## src/rtl/raster_cmd_scheduler_pkg.sv

```systemverilog
// Shared types for the raster command path: command codes, queue entry layout
// and scheduler FSM encoding.
package raster_pkg;
  localparam int ARG_W = 12;
  localparam int ENTRY_W = 14;
  localparam logic [2:0] CLEAR_COORD = 3'd7;

  typedef enum logic [1:0] {
    CMD_NOP   = 2'b00,
    CMD_PIXEL = 2'b01,
    CMD_LINE  = 2'b10,
    CMD_RECT  = 2'b11
  } cmd_e;

  typedef enum logic [1:0] {
    IDLE  = 2'd0,
    ISSUE = 2'd1,
    WAIT  = 2'd2
  } state_e;

  typedef enum logic {
    PRIO_A = 1'b0,
    PRIO_B = 1'b1
  } prio_e;

  // args = {x1, y1, p2, p3}, 3 bits each
  typedef struct packed {
    logic [1:0]       cmd;
    logic [ARG_W-1:0] args;
  } cmd_entry_t;
endpackage

```

## src/rtl/raster_cmd_scheduler_if.sv

```systemverilog
// Source ports A/B plus rasterizer side of the command scheduler.
// master = sources/rasterizer, slave = scheduler.
interface raster_cmd_scheduler_if #(parameter int DEPTH = 4);
  import raster_pkg::*;
  logic                   a_valid, a_ready;
  logic [1:0]             a_cmd;
  logic [ARG_W-1:0]       a_args;
  logic                   b_valid, b_ready;
  logic [1:0]             b_cmd;
  logic [ARG_W-1:0]       b_args;
  logic [1:0]             rast_cmd;
  logic [ARG_W-1:0]       rast_args;
  logic                   rast_frame_sync;
  logic                   busy;
  logic [$clog2(DEPTH):0] fifo_count;
  logic                   timeout_err;

  modport master (
    output a_valid, a_cmd, a_args, b_valid, b_cmd, b_args, rast_frame_sync,
    input  a_ready, b_ready, rast_cmd, rast_args, busy, fifo_count, timeout_err
  );
  modport slave (
    input  a_valid, a_cmd, a_args, b_valid, b_cmd, b_args, rast_frame_sync,
    output a_ready, b_ready, rast_cmd, rast_args, busy, fifo_count, timeout_err
  );
endinterface

```

## src/rtl/raster_cmd_scheduler_fifo.sv

```systemverilog
// Command queue: DEPTH x W, combinational head read, async-reset pointers/count.
module cmd_fifo import raster_pkg::*; #(
  parameter int DEPTH = 4,
  parameter int W     = ENTRY_W
) (
  input  logic                   clk,
  input  logic                   rst_n,
  input  logic                   push,
  input  logic [W-1:0]           wdata,
  input  logic                   pop,
  output logic [W-1:0]           rdata,
  output logic                   full,
  output logic                   empty,
  output logic [$clog2(DEPTH):0] count
);
  localparam int AW = $clog2(DEPTH);
  localparam int CW = AW + 1;

  logic [W-1:0]  mem [DEPTH];
  logic [AW-1:0] wr_ptr, rd_ptr;
  logic          do_push, do_pop;

  assign full    = (count == CW'(DEPTH));
  assign empty   = (count == '0);
  assign do_push = push && !full;
  assign do_pop  = pop && !empty;
  assign rdata   = mem[rd_ptr];

  always_ff @(posedge clk)
    if (do_push) mem[wr_ptr] <= wdata;

  // DEPTH is a power of two, so pointers wrap on their own
  always_ff @(posedge clk or negedge rst_n) begin
    if (!rst_n) begin
      wr_ptr <= '0;
      rd_ptr <= '0;
      count  <= '0;
    end else begin
      if (do_push) wr_ptr <= wr_ptr + 1'b1;
      if (do_pop)  rd_ptr <= rd_ptr + 1'b1;
      count <= count + CW'(do_push) - CW'(do_pop);
    end
  end
endmodule

```

## src/rtl/raster_cmd_scheduler.sv

```systemverilog
// Round-robin arbiter of two command sources into a queue; issues one command
// at a time to the rasterizer and waits for frame_sync or a timeout.
module raster_cmd_scheduler import raster_pkg::*; #(
  parameter int DEPTH   = 4,
  parameter int TIMEOUT = 64
) (
  input  logic                   clk,
  input  logic                   rst_n,
  raster_cmd_scheduler_if.slave  bus
);
  localparam int CW = $clog2(DEPTH) + 1;

  prio_e            prio;
  state_e           state;
  logic [7:0]       tcnt;
  logic             full, empty, grant_a, grant_b, push, pop;
  logic [CW-1:0]    count, count_nxt;
  cmd_entry_t       head, wentry;
  logic [1:0]       rast_cmd_q;
  logic [ARG_W-1:0] rast_args_q;
  logic             busy_q, terr_q;

  // Ready ignores a same-cycle pop: a full queue refuses pushes that cycle
  assign bus.a_ready = !full && (prio == PRIO_A || !bus.b_valid);
  assign bus.b_ready = !full && (prio == PRIO_B || !bus.a_valid);
  assign grant_a     = bus.a_valid && bus.a_ready;
  assign grant_b     = bus.b_valid && bus.b_ready;

  assign wentry    = grant_a ? {bus.a_cmd, bus.a_args} : {bus.b_cmd, bus.b_args};
  assign push      = (grant_a || grant_b) && (wentry.cmd != CMD_NOP);
  assign pop       = (state == IDLE) && !empty;
  assign count_nxt = count + CW'(push) - CW'(pop);

  cmd_fifo #(.DEPTH(DEPTH), .W(ENTRY_W)) u_fifo (
    .clk   (clk),
    .rst_n (rst_n),
    .push  (push),
    .wdata (wentry),
    .pop   (pop),
    .rdata (head),
    .full  (full),
    .empty (empty),
    .count (count)
  );

  // NOP grants still hand priority over
  always_ff @(posedge clk or negedge rst_n) begin
    if (!rst_n)                   prio <= PRIO_A;
    else if (grant_a || grant_b)  prio <= (prio == PRIO_A) ? PRIO_B : PRIO_A;
  end

  always_ff @(posedge clk or negedge rst_n) begin
    if (!rst_n) begin
      state       <= IDLE;
      tcnt        <= '0;
      rast_cmd_q  <= '0;
      rast_args_q <= '0;
      busy_q      <= 1'b0;
      terr_q      <= 1'b0;
    end else begin
      terr_q <= 1'b0;
      case (state)
        IDLE: begin
          if (!empty) begin
            rast_cmd_q  <= head.cmd;
            rast_args_q <= head.args;
            state       <= ISSUE;
            busy_q      <= 1'b1;
          end else begin
            busy_q <= (count_nxt != '0);
          end
        end
        ISSUE: begin
          rast_cmd_q <= '0;
          tcnt       <= '0;
          state      <= WAIT;
          busy_q     <= 1'b1;
        end
        WAIT: begin
          // busy mirrors the post-edge state, so it drops with the return to IDLE
          if (bus.rast_frame_sync) begin
            state  <= IDLE;
            busy_q <= (count_nxt != '0);
          end else if (tcnt == 8'(TIMEOUT - 1)) begin
            state  <= IDLE;
            terr_q <= 1'b1;
            busy_q <= (count_nxt != '0);
          end else begin
            tcnt   <= tcnt + 8'd1;
            busy_q <= 1'b1;
          end
        end
        default: state <= IDLE;
      endcase
    end
  end

  assign bus.rast_cmd    = rast_cmd_q;
  assign bus.rast_args   = rast_args_q;
  assign bus.busy        = busy_q;
  assign bus.timeout_err = terr_q;
  assign bus.fifo_count  = count;
endmodule

```

## src/flat_wrapper.sv

```systemverilog
// flat-port wrapper written by rule: the top's interface ports become plain ports
module raster_cmd_scheduler_flat import raster_pkg::*;
#(
  parameter int DEPTH   = 4,
  parameter int TIMEOUT = 64
)
  (clk, rst_n, bus_a_valid, bus_a_cmd, bus_a_args, bus_b_valid, bus_b_cmd, bus_b_args, bus_rast_frame_sync, bus_a_ready, bus_b_ready, bus_rast_cmd, bus_rast_args, bus_busy, bus_fifo_count, bus_timeout_err);
  raster_cmd_scheduler_if #(.DEPTH(DEPTH)) bus_i ();
  input  logic clk;
  input  logic rst_n;
  input wire logic [$bits(bus_i.a_valid)-1:0] bus_a_valid;
  input wire logic [$bits(bus_i.a_cmd)-1:0] bus_a_cmd;
  input wire logic [$bits(bus_i.a_args)-1:0] bus_a_args;
  input wire logic [$bits(bus_i.b_valid)-1:0] bus_b_valid;
  input wire logic [$bits(bus_i.b_cmd)-1:0] bus_b_cmd;
  input wire logic [$bits(bus_i.b_args)-1:0] bus_b_args;
  input wire logic [$bits(bus_i.rast_frame_sync)-1:0] bus_rast_frame_sync;
  output wire logic [$bits(bus_i.a_ready)-1:0] bus_a_ready;
  output wire logic [$bits(bus_i.b_ready)-1:0] bus_b_ready;
  output wire logic [$bits(bus_i.rast_cmd)-1:0] bus_rast_cmd;
  output wire logic [$bits(bus_i.rast_args)-1:0] bus_rast_args;
  output wire logic [$bits(bus_i.busy)-1:0] bus_busy;
  output wire logic [$bits(bus_i.fifo_count)-1:0] bus_fifo_count;
  output wire logic [$bits(bus_i.timeout_err)-1:0] bus_timeout_err;
  assign bus_i.a_valid = bus_a_valid;
  assign bus_i.a_cmd = bus_a_cmd;
  assign bus_i.a_args = bus_a_args;
  assign bus_i.b_valid = bus_b_valid;
  assign bus_i.b_cmd = bus_b_cmd;
  assign bus_i.b_args = bus_b_args;
  assign bus_i.rast_frame_sync = bus_rast_frame_sync;
  assign bus_a_ready = bus_i.a_ready;
  assign bus_b_ready = bus_i.b_ready;
  assign bus_rast_cmd = bus_i.rast_cmd;
  assign bus_rast_args = bus_i.rast_args;
  assign bus_busy = bus_i.busy;
  assign bus_fifo_count = bus_i.fifo_count;
  assign bus_timeout_err = bus_i.timeout_err;
  raster_cmd_scheduler #(.DEPTH(DEPTH), .TIMEOUT(TIMEOUT)) u_core (.clk(clk), .rst_n(rst_n), .bus(bus_i));
endmodule
```

## config.mk

```make
export PLATFORM = sky130hd
export DESIGN_NAME = raster_cmd_scheduler_flat
export DESIGN_NICKNAME = d
export VERILOG_FILES = /design/src/rtl/raster_cmd_scheduler_pkg.sv /design/src/rtl/raster_cmd_scheduler_if.sv /design/src/rtl/raster_cmd_scheduler_fifo.sv /design/src/rtl/raster_cmd_scheduler.sv /design/src/flat_wrapper.sv
export SDC_FILE = /design/constraint.sdc
export NUM_CORES = 1
export LEC_CHECK = 0
export BUFFER_PORTS_ARGS = -buffer_cell sky130_fd_sc_hd__buf_2
export CAP_MARGIN = 25
export CORE_MARGIN = 2
export CORE_UTILIZATION = 57
export CTS_BUF_LIST = sky130_fd_sc_hd__clkbuf_16
export CTS_CLUSTER_SIZE = 10
export DETAILED_ROUTE_END_ITERATION = 7
export PLACE_DENSITY = 0.91
export REMOVE_ABC_BUFFERS = 1
export SYNTH_ARGS = -nofsm -noshare
export SYNTH_HDL_FRONTEND = slang
export SYNTH_SLANG_ARGS = --single-unit
```

## constraint.sdc

```tcl
create_clock -name clk -period 3.1 [get_ports clk]
set_clock_uncertainty 0.15 [all_clocks]
set_input_delay 0.155 -clock clk [delete_from_list [all_inputs] [get_ports clk]]
set_output_delay 0.155 -clock clk [all_outputs]
set_load 0.01 [all_outputs]
```

==> qor.csv, run 1 <==
stage,metric,value,unit
outcome,status,finished clean,
synth,Synth Instances,249,
timing,total count of hold-check failures in the final report,0,
synth,post-synthesis mux area share,0.171,
die,Core Footprint,0.00683,mm2
clocking,Clock Tree Buf Depth,2,
detailed_routing,WL/cell,17.2,um
timing,RSZ-0062 raised after global routing,false,
synth,"flops & latches, synth",90,
pwr,Psw,0.00155,W
setup_path,CP Data Arrival Time,2920,ps
detailed_routing,WL final,7030,um
pwr,Leak,1.87,nW
clocking,total CTS buffers,9,
setup_path,Critical Path Start Type,flop,
die,Die Width,88.0,um
worst_hold_path,worst min-delay path category,in -> reg,
detailed_routing,Initial DRC Count,137,
detailed_routing,Via density,5.47,
pwr,peak supply drop,0.546,mV
die,Starting Density,0.589,
setup_path,Worst EP required,3160,ps
die,die span in y,88.0,um
placed_design,PortBufs,53,
global_route,initial antenna violation count,0,
placed_design,Post-DP HPWL,4860,um
setup_path,CP Max Fanout,8,
setup_path,CP bufs+invs,2,
synth,area fraction of the dominant cell type after synthesis,0.418,
die,FP Rows,30,
synth,number of synthesized flops with an enable pin,56,
synth,"Top FF cell, synth",edfxtp_1,
placed_design,gpl congestion,0.816,
synth,largest family of logic cells by synthesized area,multiplexers,
global_route,Tot GR Track Use,0.200,
detailed_routing,Highest Signal Layer,met4,
pwr,total power,0.00468,W
synth,synthesized area per cell,16.2,um2
timing,fin crit share,0.924,
pwr,Reg power frac,0.421,
timing,final setup TNS,0,ps
cells_and_area,fillers,447,
clocking,TritonCTS clock tree,done,
cells_and_area,Storage cell area,0.00253,mm2
pwr,clock share of power,0.219,
clocking,"Clk Latency, worst-skew pair",330,ps
global_route,largest net degree at the start of global routing,35,
setup_path,critical path's slowest cell,dfrtp_1,
cells_and_area,area of the multi-input gates,0.00138,mm2
synth,Synth area leaders,"edfxtp_1 (42%), dfrtp_1 (21%), mux4_2 (7.8%)",
timing,Setup-failing EPs final,0,
synth,synth unique cells,41,
clocking,clk slew on worst S/H paths,70,ps
pwr,PD cells,1000,mW/mm2
global_route,Overflow after GRT,0,
synth,synthesized area,0.00402,mm2
cells_and_area,number of diodes,0,
detailed_routing,# DRC,0,
setup_path,critical path class,reg -> reg,
timing,Period minus WS final,2860,ps
cells_and_area,Nets,358,
global_route,vias in the first global route,2269,
clocking,clk root buf,clkbuf_16,
die,die area,0.00775,mm2
detailed_routing,WL met2,3680,um
timing,final max-slew violation count,0,
synth,post-synthesis adder-cell area fraction,0.0535,
synth,Synth Area in Simple Gates,0.0597,
synth,sequential area share after synthesis,0.629,
setup_path,CP top delay family,adder cells,
synth,post-synthesis xor/xnor area fraction,0.0239,
timing,Slew HR,0.474,
cells_and_area,share of post-route cells with drive strength above 1,0.373,
setup_path,crit-path cells,"or3b_1, o2111ai_1, nand2b_1, inv_1, ha_1, inv_1, ha_1, fa_1, nor2_1, o21ai_0, o22ai_1, o211ai_1",
timing,Slew @ Worst Pin,790,ps
die,I/O pins,54,
pwr,internal power,0.00313,W
pwr,switching share of power,0.331,
run,number of max-cap violations,0,
clocking,number of setup buffers added after CTS,0,
pwr,Logic pwr share,0.360,
detailed_routing,routed wl met3,226,um
detailed_routing,via count,2243,
synth,Synth warnings,0,
clocking,H-tree depth,3,
setup_path,max incr delay on CP,480,ps
detailed_routing,DRT met1 WL,2990,um
synth,"area leader, netlist",edfxtp_1,
global_route,first-pass GRT wire length,11200,um
synth,ys async rst share,0.378,
synth,Compound-Gate Fraction of Synth Area,0.0336,
timing,Max Fclk,349,MHz
detailed_routing,router iterations before antenna repair,4,
cells_and_area,P&R area growth vs syn,15.9,%
timing,hold slack final,26.7,ps
clocking,Sink Count,90,
detailed_routing,Routed Antenna Nets,0,
setup_path,crit end category,flop,
[layout by cell type, fill, tap and decap left out, types with 5 or more instances in the layout]
master / instances
mux2_2: 21
nor2_1: 8
inv_1: 15
dfrtp_1: 34
nand2_1: 14
xnor2_1: 9
mux2_4: 7
edfxtp_1: 56
o21ai_0: 7
clkbuf_16: 9
mux4_2: 14
ha_1: 14
nand2b_1: 5
and2_1: 5
buf_2: 53
[state kept, by name, summed over array words and instances, names as in the netlist]
register                flops
u_core.bus.busy             1
u_core.bus.rast_args       12
u_core.bus.rast_cmd         2
u_core.bus.timeout_err      1
u_core.prio                 1
u_core.state                2
u_core.tcnt                 8
u_core.u_fifo.count         3
u_core.u_fifo.mem          56
u_core.u_fifo.rd_ptr        2
u_core.u_fifo.wr_ptr        2
[synthesized netlist by cell type (all sizes together), types with 2 or more instances]
| library cell | instances |
|---|---|
| a211oi | 3 |
| a21oi | 3 |
| and2 | 6 |
| buf | 6 |
| dfrtp | 34 |
| edfxtp | 56 |
| fa | 2 |
| ha | 14 |
| inv | 15 |
| mux2 | 29 |
| mux2i | 2 |
| mux4 | 14 |
| nand2 | 14 |
| nand2b | 5 |
| nand3 | 2 |
| nor2 | 8 |
| o2111ai | 2 |
| o21ai | 7 |
| o22ai | 2 |
| xnor2 | 9 |
| xor2 | 2 |
[power groups by stage]
| stage | combinational (W) | sequential [W] | clock, W |
|---|---|---|---|
| global placement | 0.00161 | 0.00197 | 0 |
| global route | 0.00187 | 0.00202 | 0.00109 |
| finish | 0.00168 | 0.00197 | 0.00103 |
| CTS | 0.00171 | 0.00198 | 0.00104 |
| detailed placement | 0.00169 | 0.00200 | 0 |
| floorplan | 0.00115 | 0.00200 | 0 |
[cell type report]
class | count | area share
clock inverter | 7 | 0.0129
timing repair buffer | 56 | 0.0622
sequential | 90 | 0.543
clock buffer | 9 | 0.0483
inverter | 15 | 0.0121
tap | 96 | 0.0258
multi-input combinational | 137 | 0.296
[worst reg2reg max path, stage by stage (launching register included)]
cell and delay [ps]:
dfrtp_1 480, or3b_1 430, o2111ai_1 120, nand2b_1 210, inv_1 110, ha_1 220, inv_1 60, ha_1 150
fa_1 410, nor2_1 100, o21ai_0 90, o22ai_1 130, o211ai_1 100
[worst paths after layout]
| path | startpoint | end | slack (ps) | cells past startpoint |
|---|---|---|---|---|
| min in group asynchronous | rst_n | u_core.bus.rast_args[8] | 290 | 2 |
| setup / recovery | u_core.u_fifo.count[1] | u_core.bus.busy | 240 | 12 |
| hold reg to reg | u_core.bus.rast_cmd[0] | u_core.bus.rast_cmd[0] | 360 | 2 |
| hold / removal | bus_a_args[8] | u_core.u_fifo.mem[3][8] | 30 | 2 |
| setup reg to reg | u_core.u_fifo.count[1] | u_core.bus.busy | 240 | 12 |
| max in group asynchronous | rst_n | u_core.bus.rast_args[10] | 2010 | 2 |
[through the flow]
stage	util	std cells	area (um2)	setup slack, ps
final	0.683	410	4660	237
after detailed placement	0.639	393	4360	280
after global placement	0.639	393	4360	393
after floorplan	-	242	3960	445
after CTS	0.682	410	4660	259
after global routing	0.683	410	4660	3.00
[what timing repair did]
item,4_1_cts,5_1_grt
gates resized for setup,0,1
endpoints found under the setup margin,0,1
hold buffers,1,0
hold endpoints to repair,34,0
[metal layers]
layer  global-route usage  up-vias
li1                     -     1042
met1                0.258     1130
met2                0.331       58
met3               0.0443       13
met4               0.0840        0
met5                    0        -
[logic make-up after synthesis]
group           count (synthesis)
mux                            45
xor+xnor                       11
buf+inv                        22
fa+ha+maj                      16
flops                          90
simple gates                   44
compound gates                 21
No activity file was read; power rests on OpenSTA's default activity.
==> run 2, diff against run 1 <==
- CORE_ASPECT_RATIO: default -> 1.75
==> qor.csv, run 2 (synthesized netlist as in run 1, its figures left out) <==
stage,metric,value,unit
outcome,status,finished clean,
timing,final setup TNS,0,ps
die,Die Width,67.5,um
timing,Slew HR,0.469,
placed_design,Post-DP HPWL,4870,um
setup_path,Worst EP required,3160,ps
cells_and_area,most frequent cells in the layout,"edfxtp_1 (56), buf_2 (53), dfrtp_1 (34)",
global_route,largest net degree at the start of global routing,35,
setup_path,crit end category,flop,
clocking,clk root buf,clkbuf_16,
cells_and_area,Storage cell area,0.00253,mm2
timing,total count of hold-check failures in the final report,0,
cells_and_area,P&R area growth vs syn,14.6,%
clocking,Clock Tree Buf Depth,2,
die,I/O pins,54,
detailed_routing,router iterations before antenna repair,4,
die,Core Footprint,0.00686,mm2
setup_path,R2R Path End,u_core.bus.busy,
detailed_routing,WL final,6910,um
clocking,"Clk Latency, worst-skew pair",330,ps
clocking,H-tree depth,3,
timing,Period minus WS final,2840,ps
cells_and_area,number of diodes,0,
pwr,peak supply drop,0.665,mV
global_route,initial antenna violation count,0,
die,die area,0.00777,mm2
run,number of max-cap violations,0,
setup_path,crit path to,u_core.bus.busy,
setup_path,worst flop-to-flop path startpoint,u_core.u_fifo.count[1],
setup_path,Setup crit start,u_core.u_fifo.count[1],
setup_path,CP Max Fanout,16,
global_route,vias in the first global route,2329,
cells_and_area,fillers,458,
worst_hold_path,worst min-delay path category,in -> reg,
die,Starting Density,0.587,
cells_and_area,max reg flops,56,
detailed_routing,Routed Antenna Nets,0,
detailed_routing,Initial DRC Count,111,
timing,Max Fclk,352,MHz
timing,final max-slew violation count,0,
cells_and_area,share of post-route cells with drive strength above 1,0.351,
global_route,Tot GR Track Use,0.202,
placed_design,placed insts,380,
timing,Setup-failing EPs final,0,
placed_design,gpl congestion,0.762,
setup_path,critical path class,reg -> reg,
detailed_routing,WL/cell,17.4,um
clocking,total CTS buffers,9,
placed_design,PortBufs,53,
detailed_routing,Via density,5.72,
setup_path,FF-to-FF setup slack,260,ps
timing,RSZ-0062 raised after global routing,false,
detailed_routing,# DRC,0,
setup_path,Critical Path Start Type,flop,
die,die span in y,115,um
cells_and_area,"commonest non-fill, non-tap cell in the layout",edfxtp_1,
timing,Slew @ Worst Pin,797,ps
clocking,TritonCTS clock tree,done,
cells_and_area,final std cells w/o fill,397,
clocking,Sink Count,90,
pwr,PD cells,991,mW/mm2
cells_and_area,fin util,0.672,
cells_and_area,Nets,358,
die,FP Rows,40,
pwr,Leak,1.86,nW
global_route,Overflow after GRT,0,
detailed_routing,via count,2272,
cells_and_area,Top reg by flops,u_core.u_fifo.mem,
setup_path,CP Data Arrival Time,2900,ps
clocking,clk slew on worst S/H paths,60,ps
cells_and_area,area of the multi-input gates,0.00138,mm2
setup_path,Worst R2R Path Depth,10,
timing,fin crit share,0.916,
global_route,first-pass GRT wire length,11000,um
## run 2: through the flow
step	total power [W]	worst slack, ps	hold slack (ps)	cell area [um2]
floorplan	0.00315	445	-291	3960
global placement	0.00357	400	125	4340
detailed placement	0.00369	253	130	4340
CTS	0.00462	237	13.2	4600
global route	0.00487	91.9	18.0	4610
finish	0.00457	260	19.5	4610
## run 2: what timing repair did
item | 4_1_cts | 5_1_grt
hold buffers | 1 | 0
setup buffers | 0 | 1
hold endpoints to repair | 34 | 0
resized for setup | 0 | 0
setup endpoints to repair | 0 | 1
## run 2: metal layers
| metal | track usage | vias to the layer above | wire length, um |
|---|---|---|---|
| met1 | 0.208 | 1168 | 2480 |
| met5 | 0 | - | 0 |
| met4 | 0.0884 | 0 | 154 |
| met3 | 0.0509 | 12 | 218 |
| li1 | - | 1045 | - |
| met2 | 0.370 | 47 | 4060 |
## run 2: cell type report
| cell class | count | share of cell area |
|---|---|---|
| multi-input combinational | 137 | 0.298 |
| tap | 84 | 0.0228 |
| clock inverter | 6 | 0.00570 |
| clock buffer | 9 | 0.0488 |
| timing repair buffer | 56 | 0.0630 |
| sequential | 90 | 0.549 |
| inverter | 15 | 0.0122 |
## run 2: power by group
group	switching, W	leakage (nW)	internal, W
Combinational	0.000820	0.799	0.000862
Clock	0.000397	0.123	0.000523
Sequential	0.000250	0.933	0.00172
Total	0.00147	1.86	0.00310
## run 2: critical path, cell delays in order (launching register included)
cell      delay [ps]
dfrtp_1          480
or3_4            440
and2_4           260
ha_1             320
inv_1             40
ha_1             200
fa_1             430
nor2_1           100
o21ai_0           80
o22ai_1          110
o211ai_1          90
## run 2: how the worst min path moves through the flow
| stage | start | end | slack (ps) | depth (start not counted) |
|---|---|---|---|---|
| after CTS | bus_b_args[11] | u_core.u_fifo.mem[3][11] | 10 | 2 |
| final | bus_a_args[11] | u_core.u_fifo.mem[2][11] | 20 | 2 |
| after global routing | bus_b_args[8] | u_core.u_fifo.mem[2][8] | 20 | 2 |
| after floorplan | rst_n | u_core.bus.busy | -290 | 0 |
| after global placement | rst_n | u_core.u_fifo.count[1] | 120 | 1 |
| after detailed placement | rst_n | u_core.bus.rast_cmd[1] | 130 | 1 |
==> run 3, diff against run 2 <==
- RECOVER_POWER: default -> 25
- SLEW_MARGIN: default -> 20
==> qor.csv, run 3 (synthesized netlist as in run 1, its figures left out) <==
stage,metric,value,unit
outcome,status,"complete, but fails checks",
outcome,violated checks,"capacitance limit, slew limit",
die,FP Rows,40,
pwr,PD cells,992,mW/mm2
worst_hold_path,worst min-delay path category,in -> reg,
die,I/O pins,54,
setup_path,crit end category,flop,
detailed_routing,router iterations before antenna repair,5,
setup_path,Setup crit start,u_core.u_fifo.count[1],
timing,fin crit share,0.916,
detailed_routing,Routed Antenna Nets,0,
detailed_routing,via count,2270,
setup_path,Worst EP required,3160,ps
cells_and_area,number of diodes,0,
die,Starting Density,0.587,
pwr,peak supply drop,0.674,mV
cells_and_area,"commonest non-fill, non-tap cell in the layout",edfxtp_1,
detailed_routing,Via density,5.72,
global_route,Tot GR Track Use,0.202,
clocking,Sink Count,90,
clocking,TritonCTS clock tree,done,
placed_design,DP Worst Slack,253,ps
global_route,largest net degree at the start of global routing,35,
timing,Setup-failing EPs final,0,
die,die area,0.00777,mm2
timing,Period minus WS final,2840,ps
setup_path,CP top delay family,adder cells,
cells_and_area,Nets,358,
setup_path,worst flop-to-flop path startpoint,u_core.u_fifo.count[1],
cells_and_area,share of post-route cells with drive strength above 1,0.297,
setup_path,Crit path top cell by count,ha_1,
placed_design,Post-DP HPWL,4870,um
setup_path,CP Data Arrival Time,2900,ps
cells_and_area,max reg flops,56,
run,number of max-cap violations,1,
cells_and_area,fillers,465,
global_route,vias in the first global route,2329,
setup_path,max incr delay on CP,480,ps
cells_and_area,most frequent cells in the layout,"edfxtp_1 (56), buf_2 (36), dfrtp_1 (34)",
cells_and_area,final std cells w/o fill,397,
worst_hold_path,hold path start,bus_a_args[11],
global_route,first-pass GRT wire length,11000,um
clocking,H-tree depth,3,
cells_and_area,P&R area growth vs syn,14.1,%
detailed_routing,WL final,6940,um
clocking,# resized after CTS,0,
pwr,Leak,1.81,nW
global_route,Overflow after GRT,0,
timing,RSZ-0062 raised after global routing,false,
setup_path,critical path's slowest cell,dfrtp_1,
die,Die Width,67.5,um
timing,Max Fclk,352,MHz
placed_design,gpl congestion,0.762,
detailed_routing,WL/cell,17.5,um
setup_path,CP bufs+invs,1,
detailed_routing,# DRC,0,
setup_path,CP Max Fanout,16,
timing,Slew @ Worst Pin,1870,ps
global_route,initial antenna violation count,0,
clocking,clk root buf,clkbuf_16,
clocking,clk slew on worst S/H paths,60,ps
placed_design,PortBufs,53,
clocking,Clock Tree Buf Depth,2,
setup_path,critical path class,reg -> reg,
detailed_routing,Initial DRC Count,103,
die,Core Footprint,0.00686,mm2
timing,total count of hold-check failures in the final report,0,
setup_path,Critical Path Start Type,flop,
placed_design,placed insts,380,
clocking,total CTS buffers,9,
timing,final setup TNS,0,ps
timing,Slew HR,-0.248,
clocking,"Clk Latency, worst-skew pair",330,ps
die,die span in y,115,um
timing,final max-slew violation count,35,
timing,fin worst setup slack,260,ps
pwr,total power,0.00455,W
timing,hold slack final,19.9,ps
setup_path,crit-path cells,"or3_4, and2_4, ha_1, inv_1, ha_1, fa_1, nor2_1, o21ai_0, o22ai_1, o211ai_1",
cells_and_area,Top reg by flops,u_core.u_fifo.mem,
[run 3: cell count changes in the layout (fill, tap and decap cells not counted)]
cell | previous run | this run
clkbuf_1 | 0 | 17
buf_2 | 53 | 36
[run 3: worst paths after layout]
kind | to | slack, ps | depth (start not counted)
min in group asynchronous | u_core.bus.rast_cmd[1] | 720 | 2
setup / recovery | u_core.bus.busy | 260 | 10
hold reg to reg | u_core.bus.busy | 350 | 2
hold / removal | u_core.u_fifo.mem[2][11] | 20 | 2
max in group asynchronous | u_core.bus.rast_args[0] | 990 | 2
setup reg to reg | u_core.bus.busy | 260 | 10
[run 3: routing by layer]
layer,routed length (um),part of all wire,GRT usage,vias to the layer above
li1,-,-,-,1042
met1,2480,0.36,0.208,1166
met2,4050,0.58,0.370,48
met3,229,0.033,0.0509,14
met4,178,0.026,0.0884,0
met5,0,0,0,-
[run 3: stage by stage]
| step | cell area (um2) | util |
|---|---|---|
| finish | 4590 | 0.669 |
| global route | 4590 | 0.669 |
| CTS | 4600 | 0.671 |
| detailed placement | 4340 | 0.633 |
| global placement | 4340 | 0.633 |
| floorplan | 3960 | - |
[run 3: area by class of cell]
class,instances,area [um2],area share
flip-flops and latches,90,2530,0.552
inverters,15,56.3,0.0123
clock buffers,9,225,0.0491
clock inverters,6,26.3,0.00573
well taps,84,105,0.0229
repair buffers,56,269,0.0586
multi-input cells,137,1380,0.300
[run 3: worst reg2reg max path, delay by kind of cell, from the launching register on]
kind	cells	cell delay, ps
flip-flops	1	480
adder cells (fa/ha/maj)	3	960
AND/OR/NAND/NOR	3	800
buffers and inverters	1	40
AO/OA/AOI/OAI	3	280
[run 3: where the power goes]
part           internal [W]  total (W)  switching (W)
logic              0.000836    0.00166       0.000822
clock network      0.000523   0.000924       0.000401
registers           0.00172    0.00197       0.000253
[run 3: timing repair]
action / in CTS / in global routing
setup buffers: 0 / 1
endpoints found under the hold margin: 34 / 0
hold buffers: 1 / 0
setup endpoints to repair: 0 / 1
